`src/rtl/mips_cpu_pkg.sv`:
```
// Shared MIPS CPU types: memory-op encoding, load/store unit states and op decode helpers.
package mips_cpu_pkg;

  typedef enum logic [3:0] {
    OP_LB  = 4'd0,
    OP_LBU = 4'd1,
    OP_LH  = 4'd2,
    OP_LHU = 4'd3,
    OP_LW  = 4'd4,
    OP_SB  = 4'd5,
    OP_SH  = 4'd6,
    OP_SW  = 4'd7
  } mem_op_t;

  typedef enum logic [1:0] {
    SZ_BYTE = 2'd0,
    SZ_HALF = 2'd1,
    SZ_WORD = 2'd2
  } mem_size_t;

  typedef logic [1:0] lsu_state_t;
  localparam lsu_state_t LSU_IDLE = 2'd0;
  localparam lsu_state_t LSU_BUS  = 2'd1;
  localparam lsu_state_t LSU_RESP = 2'd2;

  // Encodings outside the enum decode as LW.
  function automatic logic is_load(input logic [3:0] op);
    return !(op == OP_SB || op == OP_SH || op == OP_SW);
  endfunction

  function automatic logic is_signed(input logic [3:0] op);
    return (op == OP_LB || op == OP_LH);
  endfunction

  function automatic mem_size_t op_size(input logic [3:0] op);
    case (op)
      OP_LB, OP_LBU, OP_SB: return SZ_BYTE;
      OP_LH, OP_LHU, OP_SH: return SZ_HALF;
      default:              return SZ_WORD;
    endcase
  endfunction

endpackage

```
`src/rtl/mips_cpu_load_align.sv`:
```
// Load data lane select and sign/zero extension (combinational).
module mips_cpu_load_align
  import mips_cpu_pkg::*;
(
  input  logic [31:0] rdata,
  input  logic [1:0]  a,
  input  logic [3:0]  op,
  output logic [31:0] ext
);

  logic [7:0]  b;
  logic [15:0] h;

  always_comb begin
    b   = rdata[{a, 3'b000} +: 8];
    h   = rdata[{a[1], 4'b0000} +: 16];
    ext = rdata;
    case (op_size(op))
      SZ_BYTE: ext = is_signed(op) ? {{24{b[7]}}, b} : {24'd0, b};
      SZ_HALF: ext = is_signed(op) ? {{16{h[15]}}, h} : {16'd0, h};
      default: ext = rdata;
    endcase
  end

endmodule

```
`src/rtl/mips_cpu_load_store_unit.sv`:
```
// Load/store unit: one datapath request -> one Avalon-MM read/write with byte lanes.
// Build option: define ADDR_ERROR_EN to reject misaligned half/word accesses with resp_err.
module mips_cpu_load_store_unit
  import mips_cpu_pkg::*;
#(
  parameter int ADDR_W   = 32,
  parameter int RESP_REG = 1
) (
  input  logic              clk,
  input  logic              reset,
  input  logic              req_valid,
  output logic              req_ready,
  input  logic [3:0]        req_op,
  input  logic [ADDR_W-1:0] req_addr,
  input  logic [31:0]       req_wdata,
  output logic              resp_valid,
  output logic [31:0]       resp_rdata,
  output logic              resp_err,
  output logic [ADDR_W-1:0] avm_address,
  output logic              avm_read,
  output logic              avm_write,
  output logic [3:0]        avm_byteenable,
  output logic [31:0]       avm_writedata,
  input  logic              avm_waitrequest,
  input  logic [31:0]       avm_readdata
);

  if (RESP_REG != 1 || ADDR_W != 32) begin : g_bad_cfg
    $error("mips_cpu_load_store_unit: only ADDR_W=32, RESP_REG=1 supported");
  end

  lsu_state_t  state;
  logic [3:0]  op_q;
  logic [1:0]  a_q;
  logic [3:0]  be_n;
  logic [31:0] wd_n;
  logic        mis;
  logic        accept;
  logic        done;
  logic [31:0] ld_ext;

  assign req_ready = (state == LSU_IDLE);
  assign accept    = req_valid && req_ready;
  assign done      = (avm_read || avm_write) && !avm_waitrequest;

  always_comb begin
    be_n = 4'b1111;
    wd_n = req_wdata;
    case (op_size(req_op))
      SZ_BYTE: begin
        be_n = 4'b0001 << req_addr[1:0];
        wd_n = {4{req_wdata[7:0]}};
      end
      SZ_HALF: begin
        be_n = req_addr[1] ? 4'b1100 : 4'b0011;
        wd_n = {2{req_wdata[15:0]}};
      end
      default: begin
        be_n = 4'b1111;
        wd_n = req_wdata;
      end
    endcase
  end

`ifdef ADDR_ERROR_EN
  assign mis = ((op_size(req_op) == SZ_HALF) && req_addr[0]) ||
               ((op_size(req_op) == SZ_WORD) && (req_addr[1:0] != 2'b00));
`else
  assign mis = 1'b0;
`endif

  mips_cpu_load_align u_align (
    .rdata (avm_readdata),
    .a     (a_q),
    .op    (op_q),
    .ext   (ld_ext)
  );

  // Request capture: op and lane offset only steer the load extract.
  always_ff @(posedge clk) begin
    if (accept) begin
      op_q <= req_op;
      a_q  <= req_addr[1:0];
    end
  end

  // Control and bus outputs; bus fields are zero whenever no strobe is active.
  always_ff @(posedge clk or posedge reset) begin
    if (reset) begin
      state          <= LSU_IDLE;
      resp_valid     <= 1'b0;
      resp_rdata     <= 32'd0;
      resp_err       <= 1'b0;
      avm_read       <= 1'b0;
      avm_write      <= 1'b0;
      avm_address    <= '0;
      avm_byteenable <= 4'd0;
      avm_writedata  <= 32'd0;
    end else begin
      case (state)
        LSU_IDLE: begin
          resp_valid <= 1'b0;
          resp_err   <= 1'b0;
          resp_rdata <= 32'd0;
          if (accept) begin
            if (mis) begin
              state      <= LSU_RESP;
              resp_valid <= 1'b1;
              resp_err   <= 1'b1;
            end else begin
              state          <= LSU_BUS;
              avm_address    <= {req_addr[ADDR_W-1:2], 2'b00};
              avm_byteenable <= be_n;
              avm_writedata  <= wd_n;
              avm_read       <= is_load(req_op);
              avm_write      <= !is_load(req_op);
            end
          end
        end
        LSU_BUS: begin
          if (done) begin
            state          <= LSU_RESP;
            avm_read       <= 1'b0;
            avm_write      <= 1'b0;
            avm_address    <= '0;
            avm_byteenable <= 4'd0;
            avm_writedata  <= 32'd0;
            resp_valid     <= 1'b1;
            resp_rdata     <= is_load(op_q) ? ld_ext : 32'd0;
          end
        end
        LSU_RESP: begin
          state      <= LSU_IDLE;
          resp_valid <= 1'b0;
          resp_err   <= 1'b0;
          resp_rdata <= 32'd0;
        end
        default: state <= LSU_IDLE;
      endcase
    end
  end

endmodule
```
`config.mk`:
```
export PLATFORM = sky130hd
export DESIGN_NAME = mips_cpu_load_store_unit
export DESIGN_NICKNAME = d
export VERILOG_FILES = /design/src/rtl/mips_cpu_pkg.sv /design/src/rtl/mips_cpu_load_align.sv /design/src/rtl/mips_cpu_load_store_unit.sv
export SDC_FILE = /design/constraint.sdc
export NUM_CORES = 1
export LEC_CHECK = 0
export CAP_MARGIN = 5
export CORE_MARGIN = 2
export CORE_UTILIZATION = 35
export DETAILED_ROUTE_END_ITERATION = 7
export MAX_ROUTING_LAYER = met4
export PLACE_DENSITY = 0.68
export SLEW_MARGIN = 20
export SYNTH_ARGS = -nofsm -noshare
export SYNTH_HDL_FRONTEND = slang
export SYNTH_SLANG_ARGS = --single-unit
```
`constraint.sdc`:
```
create_clock -name clk -period 4.1 [get_ports clk]
set_input_delay 0.82 -clock clk [delete_from_list [all_inputs] [get_ports clk]]
set_output_delay 0.82 -clock clk [all_outputs]
set_load 0.01 [all_outputs]
```
==> Implementation_results.wiki, run 1 <==
{| class="wikitable"
! Metric !! Value
|-
| Area fraction of the dominant cell type after synthesis || 0.520
|-
| Final Hold Viols || 0
|-
| Total length of routed met2 wires || 7160 um
|-
| Outcome || complete, no violations
|-
| CTS H-tree lvls || 3
|-
| Post-detail-place hpwl || 11300 um
|-
| Wire length the detailed router placed on met1 || 6650 um
|-
| Remaining Overflow, GRT || 0
|-
| VDD IR-drop max || 0.401 mV
|-
| Number of port buffers || 205
|-
| Sum of routed wire length over all layers || 15600 um
|-
| Final Setup Violations || 0
|-
| Sequential standard cell area || 2760 um2
|-
| Cell taking the most area after synthesis || dfrtp_1
|-
| Number of maximum-capacitance violations || 0
|-
| Worst clock skew on the final layout || 0.0110 ns
|-
| Total length of routed met3 wires || 1440 um
|-
| Total via count in the routed design || 4579
|-
| Maximum fanout encountered on the critical timing path || 13
|-
| Layout cells sized above 1 || 0.0545
|-
| Clock net sink count || 109
|-
| Pre-CTS setup slack || 1.18 ns
|-
| Share of flip-flops with an asynchronous set or reset || 0.945
|-
| Synth warnings || 0
|-
| Largest stage delay on the critical path || 0.55 ns
|-
| Setup Crit Path Kind || in -> reg
|-
| CTS tree || done
|-
| Part of the Yosys area used for sequential elements || 0.556
|-
| Final weighted congestion in routability-driven placement || 0.917
|-
| Avg Vias per Cell || 5.22
|-
| Crit path setup slack, layout || 1.50 ns
|-
| Worst-margin pin slew || 0.834 ns
|-
| DRC errors left || 0
|-
| Min Tclk post-route || 2.60 ns
|-
| Final net count || 796
|-
| Layout Utilization || 0.535
|-
| Number of pins with negative max-slew slack in the final report || 0
|-
| Boundary pin count || 209
|-
| Cell-by-cell trace of the critical path || clkdlybuf4s50_1 > inv_1 > a211oi_2 > nor2_1 > buf_4 > o21ai_0 > o2bb2ai_1
|-
| Clock transition at the register clock pins on the worst setup and hold paths after CTS || 0.07 ns
|-
| Clock insertion delay at the later pin of the skew report || 0.36 ns
|-
| Number of inserted filler cells in the final layout || 1236
|-
| Average cell area after synthesis || 9.84 um2
|-
| Min Hold Slack || 0.478 ns
|-
| Multi-input gate area in the final layout || 2000 um2
|-
| Floorplan die height || 123 um
|-
| Longest Clk Path Bufs || 2
|-
| CP max stage cell || clkdlybuf4s50_1
|-
| Vias in the first global route || 4611
|-
| Total inserted antenna cells || 0
|-
| Power per cell area || 696 nW/um2
|-
| Unrepaired setup endpoints after global routing || no
|-
| Wire length of the first global-routing pass || 24100 um
|-
| Die boundary width || 123 um
|-
| Worst hold path type || reg -> reg
|-
| Share of the cycle needed by the critical path after routing || 0.635
|-
| Number of buffers added to fix hold violations after cts || 0
|-
| Number of rows in the core area || 43
|-
| Required time of the critical path || 4.33 ns
|-
| Design area || 7420 um2
|-
| Area of the die || 15100 um2
|-
| Iter 0 DRT Violations || 236
|-
| Gate Count Post-Synth || 504
|-
| Final total negative setup slack || 0 ns
|-
| Cell chosen for the clock root || clkbuf_16
|-
| Dominant register cell in the synthesized netlist || dfrtp_1
|-
| Layout Area Growth over Synthesis || 49.8%
|-
| Number of antenna violations at the first check in global routing || 0
|-
| Flip-flop and latch count after synthesis || 109
|-
| Post-CTS sizing || 0
|-
| Routed Antenna Nets || 0
|-
| TritonCTS Buffers || 9
|-
| Dominant cell by count in the synthesized netlist || nand2_1
|-
| Pin count of the biggest net entering global routing || 56
|-
| First-pass iteration count of the detailed router || 5
|-
| Standby leakage power || 3.10 nW
|-
| Initial Util || 0.357
|-
| Uppermost routed layer || met4
|-
| Synthesized area || 4960 um2
|-
| Synth area leaders || dfrtp_1 (52%), nand2_1 (8.4%), o21ai_0 (7.6%), o2bb2ai_1 (4.6%), edfxtp_1 (3.6%)
|-
| Post-DR wirelength/cell || 17.8 um
|-
| Synth cell count leaders || nand2_1 (111), dfrtp_1 (103), o21ai_0 (75)
|-
| Core area || 13900 um2
|-
| Setup crit start kind || primary input
|-
| Slack of the worst reg-to-reg path || 1.74 ns
|-
| Max-slew headroom at the worst pin || 0.444
|-
| Max Freq || 384 MHz
|-
| Number of distinct library cells after synthesis || 44
|-
| Number of synthesized flops with an enable pin || 6
|-
| Placed Instance Area || 7120 um2
|-
| Post-CTS repair timing setup buffer count || 0
|-
| CP arrival || 2.83 ns
|-
| Global routing usage summed across all routing layers || 0.214
|-
| Kind of end point of the critical path || flop
|}
==> flip-flops by register name (all words and copies together) (netlist names) <==
name and cells:
avm_read 1, avm_write 1, avm_writedata 32, resp_rdata 32, avm_address 30, resp_valid 1, avm_byteenable 4, a_q 2
op_q 4, state 2
==> critical path: cells and delay by family <==
family / cells / cell delay [ns]
compound gates: 3 / 0.95
buf+inv: 3 / 0.87
simple gates: 1 / 0.19
==> cell families after synthesis <==
kind of cell / after synthesis / share of synthesized area
XOR/XNOR: 1 / 0.00177
buffers and inverters: 42 / 0.0432
other: 1 / 0.000756
AO/OA/AOI/OAI: 168 / 0.224
multiplexers: 13 / 0.0265
flip-flops: 109 / 0.556
AND/OR/NAND/NOR: 170 / 0.147
==> report_power, final <==
part	switching (mW)	internal, mW
Combinational	1.09	1.25
Clock	0.417	0.488
Sequential	0.343	1.59
==> layer usage <==
metal,up-vias,track usage
met1,2183,0.271
li1,2148,-
met4,0,0.0724
met5,-,-
met3,21,0.0613
met2,227,0.331
==> worst paths after layout <==
check                                        from                            end  cells after the start
setup / recovery                        req_op[0]  avm_writedata[13]$_DFFE_PP0P_                      7
hold / removal             resp_valid$_DFFE_PP0P_         resp_valid$_DFFE_PP0P_                      1
setup reg to reg                 a_q[1]$_DFFE_PP_     resp_rdata[26]$_DFFE_PP0P_                      5
hold reg to reg            resp_valid$_DFFE_PP0P_         resp_valid$_DFFE_PP0P_                      1
max in group asynchronous                   reset     avm_address[5]$_DFFE_PP0P_                      3
min in group asynchronous                   reset    avm_address[19]$_DFFE_PP0P_                      2
==> per-stage QoR <==
step,total power [mW],instances
global route,5.50,877
detailed placement,4.29,861
floorplan,2.91,506
finish,5.17,877
global placement,4.23,861
CTS,5.22,877
==> area by class of cell <==
type,instances,share of cell area
Sequential cell,109,0.371
Timing Repair Buffer,212,0.285
Multi-Input combinational cell,355,0.269
Clock buffer,10,0.0308
Tap cell,180,0.0303
Clock inverter,6,0.0106
Inverter,5,0.00286
==> cell usage in the layout (no fill, tap or decap), types with 3 or more instances in the layout <==
master and n:
a211oi_1 8, a22o_1 9, mux2i_1 12, a21oi_1 10, a221o_1 7, nor2_1 42
dfrtp_1 103, conb_1 3, o21ai_1 3, nand2b_1 3, or2_2 3, o2bb2ai_1 26
inv_1 3, clkbuf_16 9, edfxtp_1 6, buf_4 6, nand2_1 110, a22oi_1 8
clkdlybuf4s50_1 205, o22ai_1 8, o21ai_0 75
No activity file was read; power rests on OpenSTA's default activity.
==> run 2: changes to the inputs <==
PLACE_DENSITY = 0.71   (was 0.68)
clock period = 2.25 ns   (was 4.1 ns; I/O delays follow)
==> run 2 against run 1 <==
  * Core utilization rose by 1.3 points
  * Final area rose by 2.4%
  * Setup slack got worse by 1.3 ns
==> Implementation_results.wiki, run 2 (synthesis results as in run 1) <==
{| class="wikitable"
! Metric !! Value
|-
| Outcome || complete, no violations (unchanged)
|-
| Number of port buffers || 205 (unchanged)
|-
| CP max stage cell || clkdlybuf4s50_1 (unchanged)
|-
| DRC errors left || 0 (unchanged)
|-
| Worst Reg-to-Reg Cells || 5 (unchanged)
|-
| Combinational Power Share || 0.458 (was 0.451)
|-
| Post-CTS sizing || 0 (unchanged)
|-
| Min Hold Slack || 0.482 ns (was 0.478 ns)
|-
| TritonCTS Buffers || 9 (unchanged)
|-
| Final Setup Violations || 0 (unchanged)
|-
| Power spent charging and discharging nets || 3.36 mW (was 1.85 mW)
|-
| Largest stage delay on the critical path || 0.58 ns (was 0.55 ns)
|-
| Setup crit start kind || flop (was primary input)
|-
| Floorplan die height || 123 um (unchanged)
|-
| Top library cells by usage in the layout, fill and taps aside || clkdlybuf4s50_1 (205), nand2_1 (110), dfrtp_1 (103) (unchanged)
|-
| Cell chosen for the clock root || clkbuf_16 (unchanged)
|-
| Clock insertion delay at the later pin of the skew report || 0.36 ns (about the same)
|-
| Clock net sink count || 109 (unchanged)
|-
| Remaining Overflow, GRT || 0 (unchanged)
|-
| Number of inserted filler cells in the final layout || 1205 (was 1236)
|-
| Maximum fanout encountered on the critical timing path || 7 (was 13)
|-
| Multi-input gate area in the final layout || 2000 um2 (unchanged)
|-
| Worst clock skew on the final layout || 0.0121 ns (was 0.0110 ns)
|-
| Area of the die || 15100 um2 (unchanged)
|-
| Unrepaired setup endpoints after global routing || no (unchanged)
|-
| Most common library cell in the layout ignoring fill and taps || clkdlybuf4s50_1 (unchanged)
|-
| Boundary pin count || 209 (unchanged)
|-
| Sum of routed wire length over all layers || 15600 um (about the same)
|-
| Iter 0 DRT Violations || 382 (was 236)
|-
| Part of the power in registers || 0.363 (was 0.374)
|-
| Design area || 7600 um2 (was 7420 um2)
|-
| Final Hold Viols || 0 (unchanged)
|-
| Worst hold path type || reg -> reg (unchanged)
|-
| Switching power share of the total || 0.348 (was 0.357)
|-
| Post-CTS repair timing setup buffer count || 0 (unchanged)
|-
| Max-slew headroom at the worst pin || 0.547 (was 0.444)
|-
| Final net count || 812 (was 796)
|-
| Pin count of the biggest net entering global routing || 104 (was 56)
|-
| Final total negative setup slack || 0 ns (unchanged)
|-
| Global routing usage summed across all routing layers || 0.211 (was 0.214)
|-
| Wire length of the first global-routing pass || 23600 um (was 24100 um)
|-
| Layout cells sized above 1 || 0.0771 (was 0.0545)
|-
| CP arrival || 1.56 ns (was 2.83 ns)
|-
| Registers with the most flip-flops || avm_writedata: 32 flops, resp_rdata: 32 flops, avm_address: 30 flops (unchanged)
|-
| Avg Vias per Cell || 5.22 (about the same)
|-
| Die boundary width || 123 um (unchanged)
|-
| Number of rows in the core area || 43 (unchanged)
|-
| Clock transition at the register clock pins on the worst setup and hold paths after CTS || 0.07 ns (about the same)
|-
| Cell-by-cell trace of the critical path || nor2_1 > clkdlybuf4s50_1 (was clkdlybuf4s50_1 > inv_1 > a211oi_2 > nor2_1 > buf_4 > o21ai_0 > o2bb2ai_1)
|-
| Vias in the first global route || 4541 (was 4611)
|-
| Setup Crit Path Kind || reg -> out (was in -> reg)
|-
| Layout Area Growth over Synthesis || 53.3% (was 49.8%)
|-
| Final weighted congestion in routability-driven placement || 0.904 (was 0.917)
|-
| Required time of the critical path || 1.80 ns (was 4.33 ns)
|-
| VDD IR-drop max || 0.613 mV (was 0.401 mV)
|-
| Number of cells on the worst hold path || 1 (unchanged)
|-
| Placed Instance Area || 7280 um2 (was 7120 um2)
|-
| Slack of the worst reg-to-reg path || 0.32 ns (was 1.74 ns)
|-
| First-pass iteration count of the detailed router || 4 (was 5)
|-
| CTS tree || done (unchanged)
|-
| Final standard cell count with taps included and fillers excluded || 893 (was 877)
|-
| Standby leakage power || 3.19 nW (was 3.10 nW)
|-
| Worst-margin pin slew || 0.679 ns (was 0.834 ns)
|-
| Share of the cycle needed by the critical path after routing || 0.895
|-
| Relative contribution of the clock network to total power || 0.179 (was 0.175)
|-
| Number of buffers added to fix hold violations after cts || 0 (unchanged)
|-
| Kind of end point of the critical path || output port (was flop)
|-
| CTS H-tree lvls || 3 (unchanged)
|-
| Number of antenna violations at the first check in global routing || 0 (unchanged)
|-
| Max Freq || 496 MHz
|-
| Total inserted antenna cells || 0 (unchanged)
|-
| Number of maximum-capacitance violations || 0 (unchanged)
|-
| Post-detail-place hpwl || 11500 um (was 11300 um)
|-
| Routed Antenna Nets || 0 (unchanged)
|-
| Power per cell area || 1270 nW/um2 (was 696 nW/um2)
|-
| Core area || 13900 um2 (unchanged)
|-
| Min Tclk post-route || 2.01 ns
|-
| Int Power || 6.28 mW (was 3.32 mW)
|-
| DP Cell Count || 877 (was 861)
|-
| Total via count in the routed design || 4663 (was 4579)
|-
| Sequential standard cell area || 2760 um2 (unchanged)
|-
| Number of pins with negative max-slew slack in the final report || 0 (unchanged)
|-
| Initial Util || 0.357 (unchanged)
|-
| Post-DR wirelength/cell || 17.5 um (was 17.8 um)
|-
| Longest Clk Path Bufs || 2 (unchanged)
|}
run 2: cell types whose count changed in the layout (fill, tap and decap cells not counted), moves of 2 or more:
cell | before | now
buf_4 | 6 | 19
clkinv_4 | 2 | 0
clkinvlp_4 | 0 | 3
buf_12 | 1 | 4
run 2: area by class of cell:
type | count | area share
clock inverters | 6 | 0.0125
well taps | 180 | 0.0296
flip-flops and latches | 109 | 0.363
repair buffers | 228 | 0.299
inverters | 5 | 0.00296
multi-input cells | 355 | 0.263
clock buffers | 10 | 0.0301
run 2: metal layers:
metal,part of all wire,vias up,global-route usage
met5,0,-,-
met4,0.026,0,0.0817
met3,0.086,31,0.0609
met2,0.46,208,0.329
met1,0.43,2248,0.261
li1,-,2176,-
run 2: critical path: cells and delay by family, from the launching register on:
family / cells / cell delay (ns)
flops: 1 / 0.46
buf+inv: 1 / 0.58
simple gates: 1 / 0.18
run 2: metrics by stage:
stage          utilization  total power [mW]  setup slack, ns
3_3_place_gp         0.524              7.85            0.123
3_5_place_dp         0.524              7.96           0.0601
6_report             0.548              9.63            0.235
4_1_cts              0.548              9.73            0.208
5_1_grt              0.548              10.2            0.155
2_1_floorplan            -              5.30            0.495
run 2: worst paths after layout:
kind	startpoint	end
worst min register to register	resp_valid$_DFFE_PP0P_	resp_valid$_DFFE_PP0P_
worst max-delay path	state[0]$_DFFE_PP0P_	req_ready
min in group asynchronous	reset	resp_rdata[28]$_DFFE_PP0P_
max in group asynchronous	reset	avm_byteenable[1]$_DFFE_PP0P_
worst min-delay path	resp_valid$_DFFE_PP0P_	resp_valid$_DFFE_PP0P_
worst max register to register	op_q[2]$_DFFE_PP_	resp_rdata[6]$_DFFE_PP0P_
run 2: power groups by stage:
stage / Combinational, mW / Clock, mW / Sequential [mW]
floorplan: 1.49 / 0 / 3.81
global placement: 4.35 / 0 / 3.50
detailed placement: 4.45 / 0 / 3.51
CTS: 4.46 / 1.77 / 3.50
global route: 4.77 / 1.86 / 3.60
finish: 4.41 / 1.73 / 3.50
==> RTL change 1, RTL diff (flow settings as in run 2) <==
Add a define of `ADDR_ERROR_EN`.
--- a/src/rtl/mips_cpu_load_store_unit.sv
+++ b/src/rtl/mips_cpu_load_store_unit.sv
@@ -1,4 +1,6 @@
 // Load/store unit: one datapath request -> one Avalon-MM read/write with byte lanes.
 // Build option: define ADDR_ERROR_EN to reject misaligned half/word accesses with resp_err.
+`define ADDR_ERROR_EN
+
 module mips_cpu_load_store_unit
   import mips_cpu_pkg::*;
Check against the original RTL: not equivalent (a bounded check fails within 4 cycles, from zero or initial values and one cycle with reset high).
==> RTL change 1 against run 2 <==
  * Non-clock buffer count is 12 higher
  * Total power is 8.4% higher
  * Critical path depth is 6 higher
  * Sequential cell count is 1 higher
  * Register-to-register slack worse by 0.12 ns
  * Largest cell class unchanged
  * Design area is 10% higher
  * Wire length is 3.2% higher
  * Worst setup slack worse by 0.12 ns
  * Synthesized area is 12% higher
==> RTL change 1: results (changes against run 2) <==
### Logic synthesis
- 50.3% — sequential-to-total area share from yosys stat, -5.3 points
- 94.5% — Async SR Flop Fraction, about the same
- 12.0% — compound-gate portion of the synthesized area, -10 points
- sky130_fd_sc_hd__dfrtp_1, sky130_fd_sc_hd__mux2_2, sky130_fd_sc_hd__mux2i_1 — biggest area contributors in the synthesized netlist
- 48 — count of different cell masters after synthesis, +9.1%
- sky130_fd_sc_hd__dfrtp_1 — most numerous cell in the Yosys netlist
- 0.158% — synthesized-area fraction occupied by xor and xnor cells, -0.018 points
- sky130_fd_sc_hd__dfrtp_1, sky130_fd_sc_hd__nor2_1, sky130_fd_sc_hd__mux2_2, sky130_fd_sc_hd__nor2b_1, sky130_fd_sc_hd__mux2i_1 — top post-synthesis cells by count
- 0.905% — adder and majority gate portion of the synthesized area, +0.91 points
- 15.4% — multiplexer share of the synthesized area, +13 points
- 0 — yosys synthesis warning count, unchanged
- 524 — cell count after synthesis, +4.0%

### Power
- 651 µV — worst ir drop on vdd, +6.2%
- 0.00368 µW — leakage dissipation, +15%

### Placed design
- 206 — count of buffers inserted at the top-level ports, +0.49%
- 0.894 — Final Wtd Congestion, -1.1%
- 943 — total placed cells including tap cells, +7.5%
- -0.225 ns — worst setup slack after placement, -0.285 ns
- 12,200 µm — half-perimeter wire length after detailed placement, +6.0%
- 8050 µm² — DP Area, +11%

### Routing
- 249 — drt first-iter violations, -35%
- 16.8 µm — routed len/inst, -3.8%
- 5 — iteration count of the initial detailed-routing pass, +1
- 4.98 — per-cell via count in the routed design, -4.5%
- 7270 µm — detailed route wirelength on metal2, +1.3%
- 6930 µm — sum of routed wire segments on met1, +3.6%
- 1620 µm — met3 layer wire length in the routed design, +20%

### Global routing
- 25,700 µm — first-pass GRT wire length, +8.9%
- 5,072 — number of global-route vias before repair, +12%
- 50 — pin count of the biggest net entering global routing, -52%
- 20.3% — GRT Resource Usage Total, -0.78 points

### Cells and area
- 54.6% — Finished Core Util, -0.14 points
- 1,340 — number of fill cells in the layout, +11%
- 958 — Final Instance Count excl. Fillers, +7.3%
- 851 — final net count, +4.8%
- 14.9% — share of layout cells above drive strength 1, +7.1 points

### STA
- 64.7% — relative max-transition margin, +10 points
- 0.00840 ns — Post-Route Skew, -0.00373 ns
- 0.482 ns — Hold Worst Slack, +0.0000520 ns

### Outcome
- complete, no violations — status

### Clock network
- 2 — CTS max path bufs, unchanged
- 3 — Max H-tree Level, unchanged

### Critical path
- 27 — critical path peak fanout, +20

RTL change 1: power breakdown:
part	switching [µW]	leakage, µW	internal (µW)
combinational	2320	0.00218	2940
clock	733	0.000153	975
sequential	562	0.00135	2910
total	3620	0.00368	6830
RTL change 1: final cells by class:
type                       instances  share of cell area (%)
timing repair buffer             240                    28.9
tap                              211                    3.16
multi-input combinational        356                    29.7
inverter                          26                    1.21
sequential                       110                    33.3
clock inverter                     5                   0.987
clock buffer                      10                    2.74
RTL change 1: worst max-delay path, stage by stage:
cell and delay [ns]:
sky130_fd_sc_hd__clkdlybuf4s50_1 0.49, sky130_fd_sc_hd__nand2b_1 0.15, sky130_fd_sc_hd__a211oi_1 0.10, sky130_fd_sc_hd__o31a_1 0.34, sky130_fd_sc_hd__o21ai_4 0.21, sky130_fd_sc_hd__buf_12 0.21
sky130_fd_sc_hd__buf_4 0.21, sky130_fd_sc_hd__mux2i_1 0.22
RTL change 1: worst paths after layout:
kind                                 from                 to  slack (ns)  cells past startpoint
setup / recovery                req_op[1]  avm_writedata[26]        0.12                      8
hold / removal             resp_rdata[26]     resp_rdata[26]        0.48                      2
setup reg to reg                 state[1]     resp_rdata[28]        0.20                      7
hold reg to reg            resp_rdata[26]     resp_rdata[26]        0.48                      2
max in group asynchronous           reset           resp_err        1.14                      3
min in group asynchronous           reset  avm_writedata[27]        0.49                      2
RTL change 1: what timing repair did:
action                     CTS  global route
setup endpoints to repair    1             0
gates resized for setup      1             0
hold endpoints to repair     0             0
RTL change 1: metal layers:
metal  global-route usage [%]  up-vias
met5                        -        -
met4                     5.88        0
met3                     6.85       20
met2                     31.2      221
met1                     25.7     2294
li1                         -     2240
==> RTL change 2, RTL diff (config.mk and constraints of run 2) <==
Made on the original files. Reset style: synchronous (`reset`), changed in one clocked block.
--- a/src/rtl/mips_cpu_load_store_unit.sv
+++ b/src/rtl/mips_cpu_load_store_unit.sv
@@ -86,5 +86,5 @@
 
   // Control and bus outputs; bus fields are zero whenever no strobe is active.
-  always_ff @(posedge clk or posedge reset) begin
+  always_ff @(posedge clk) begin
     if (reset) begin
       state          <= LSU_IDLE;
Function: differs if reset is asserted again (counterexample within 4 cycles, from zero or initial values and one cycle with reset high); with reset held inactive, the same outputs for 4 cycles.
==> RTL change 2 against run 2 <==
  * Wire length shrank 5.9%
  * Clock skew shrank 0.0070 ns
  * Sequential cell count is the same
  * Utilization grew 0.91 points
  * Synthesized area shrank 7.5%
  * Non-clock buffer count shrank 2
  * Design area shrank 6.8%
  * Via count shrank 3.2%
  * Count of clock-buffer cells in the layout grew 1
  * Worst setup slack gained 0.14 ns
  * Critical path type is now in -> reg
Power is not compared: it rests on default switching activity, and its combinational part moved more than twofold at a synthesized area within 25%.
==> RTL change 2: results (changes against run 2) <==
### Outcome
- complete, no violations — status

### Routing
- 5.19 — per-cell via count in the routed design, -0.59%
- 4,516 — via count, -3.2%
- 5990 µm — sum of routed wire segments on met1, -11%
- 316 — drt first-iter violations, -17%
- 1550 µm — met3 layer wire length in the routed design, +16%
- 16.9 µm — routed len/inst, -3.4%

### Critical path
- 10 — critical path peak fanout, +3
- 2.10 ns — Arr. time, crit path, +0.54 ns
- 0.51 ns — longest individual stage delay on the worst path, -0.07 ns

### STA
- 0.00513 ns — Post-Route Skew, -0.00700 ns

### Logic synthesis
- sky130_fd_sc_hd__dfxtp_1, sky130_fd_sc_hd__nor2_1, sky130_fd_sc_hd__a22oi_1 — biggest area contributors in the synthesized netlist
- 0% — Async SR Flop Fraction, -94 points
- 48.9% — sequential-to-total area share from yosys stat, -6.7 points
- sky130_fd_sc_hd__dfxtp_1, sky130_fd_sc_hd__nor2_1, sky130_fd_sc_hd__o21ai_0, sky130_fd_sc_hd__a22oi_1, sky130_fd_sc_hd__nand2_1 — top post-synthesis cells by count
- 48 — count of different cell masters after synthesis, +9.1%

### Global routing
- 21.5% — GRT Resource Usage Total, +0.33 points
- 23,300 µm — first-pass GRT wire length, -1.4%
- 8.64% — met3 capacity usage during global routing, +2.6 points
- 33.8% — met2 Resource Use GR, +0.94 points
- 49 — pin count of the biggest net entering global routing, -53%

### Cells and area
- 7.88% — share of layout cells above drive strength 1, +0.17 points
- 797 — final net count, -1.8%

### Placed design
- 0.00652 ns — worst setup slack after placement, -0.0536 ns
- 6800 µm² — DP Area, -6.5%
- 0.923 — Final Wtd Congestion, +2.0%
- 11,000 µm — half-perimeter wire length after detailed placement, -4.0%

==> RTL change 2: cell count changes in the layout (fill, tap and decap cells not counted), moves of 8 or more <==
cell and delta:
sky130_fd_sc_hd__o21ai_0 -30, sky130_fd_sc_hd__a21oi_1 +8, sky130_fd_sc_hd__a211oi_1 -8, sky130_fd_sc_hd__dfxtp_1 +103, sky130_fd_sc_hd__nor2_1 +45, sky130_fd_sc_hd__dfrtp_1 -103
sky130_fd_sc_hd__mux2i_1 +13, sky130_fd_sc_hd__nand2_1 -78, sky130_fd_sc_hd__a22oi_1 +30
==> RTL change 2: final timing paths <==
path	startpoint	slack (ns)	cells after the start	end
setup / recovery	avm_readdata[15]	0.37	7	resp_rdata[28]
hold / removal	resp_rdata[20]	0.46	2	resp_rdata[20]
setup reg to reg	op_q[3]	0.43	5	resp_rdata[1]
hold reg to reg	resp_rdata[20]	0.46	2	resp_rdata[20]
==> RTL change 2: logic make-up after synthesis <==
kind of cell / Yosys count / synth area share (%)
AOI/OAI and AO/OA: 163 / 25.2
and+or+nand+nor: 148 / 14.1
DFF: 109 / 48.9
buffers and inverters: 47 / 5.40
muxes: 27 / 6.19
xor gates and xnor gates: 1 / 0.191
other: 1 / 0.0818
==> RTL change 2: area by class of cell <==
| class | instances | area, µm² |
|---|---|---|
| sequential | 109 | 2240 |
| multi-input combinational | 342 | 2110 |
| timing repair buffer | 226 | 2220 |
| fill | 1151 | 5640 |
| inverter | 5 | 18.8 |
| clock buffer | 11 | 243 |
| clock inverter | 5 | 35.0 |
| tap | 172 | 215 |
==> RTL change 2: power groups by stage <==
stage	registers, µW	logic, µW	clock network [µW]
after floorplan	2190	394	0
after global routing	2140	993	1620
after detailed placement	2170	918	0
after CTS	2130	922	1540
after global placement	2170	905	0
final	2130	918	1500
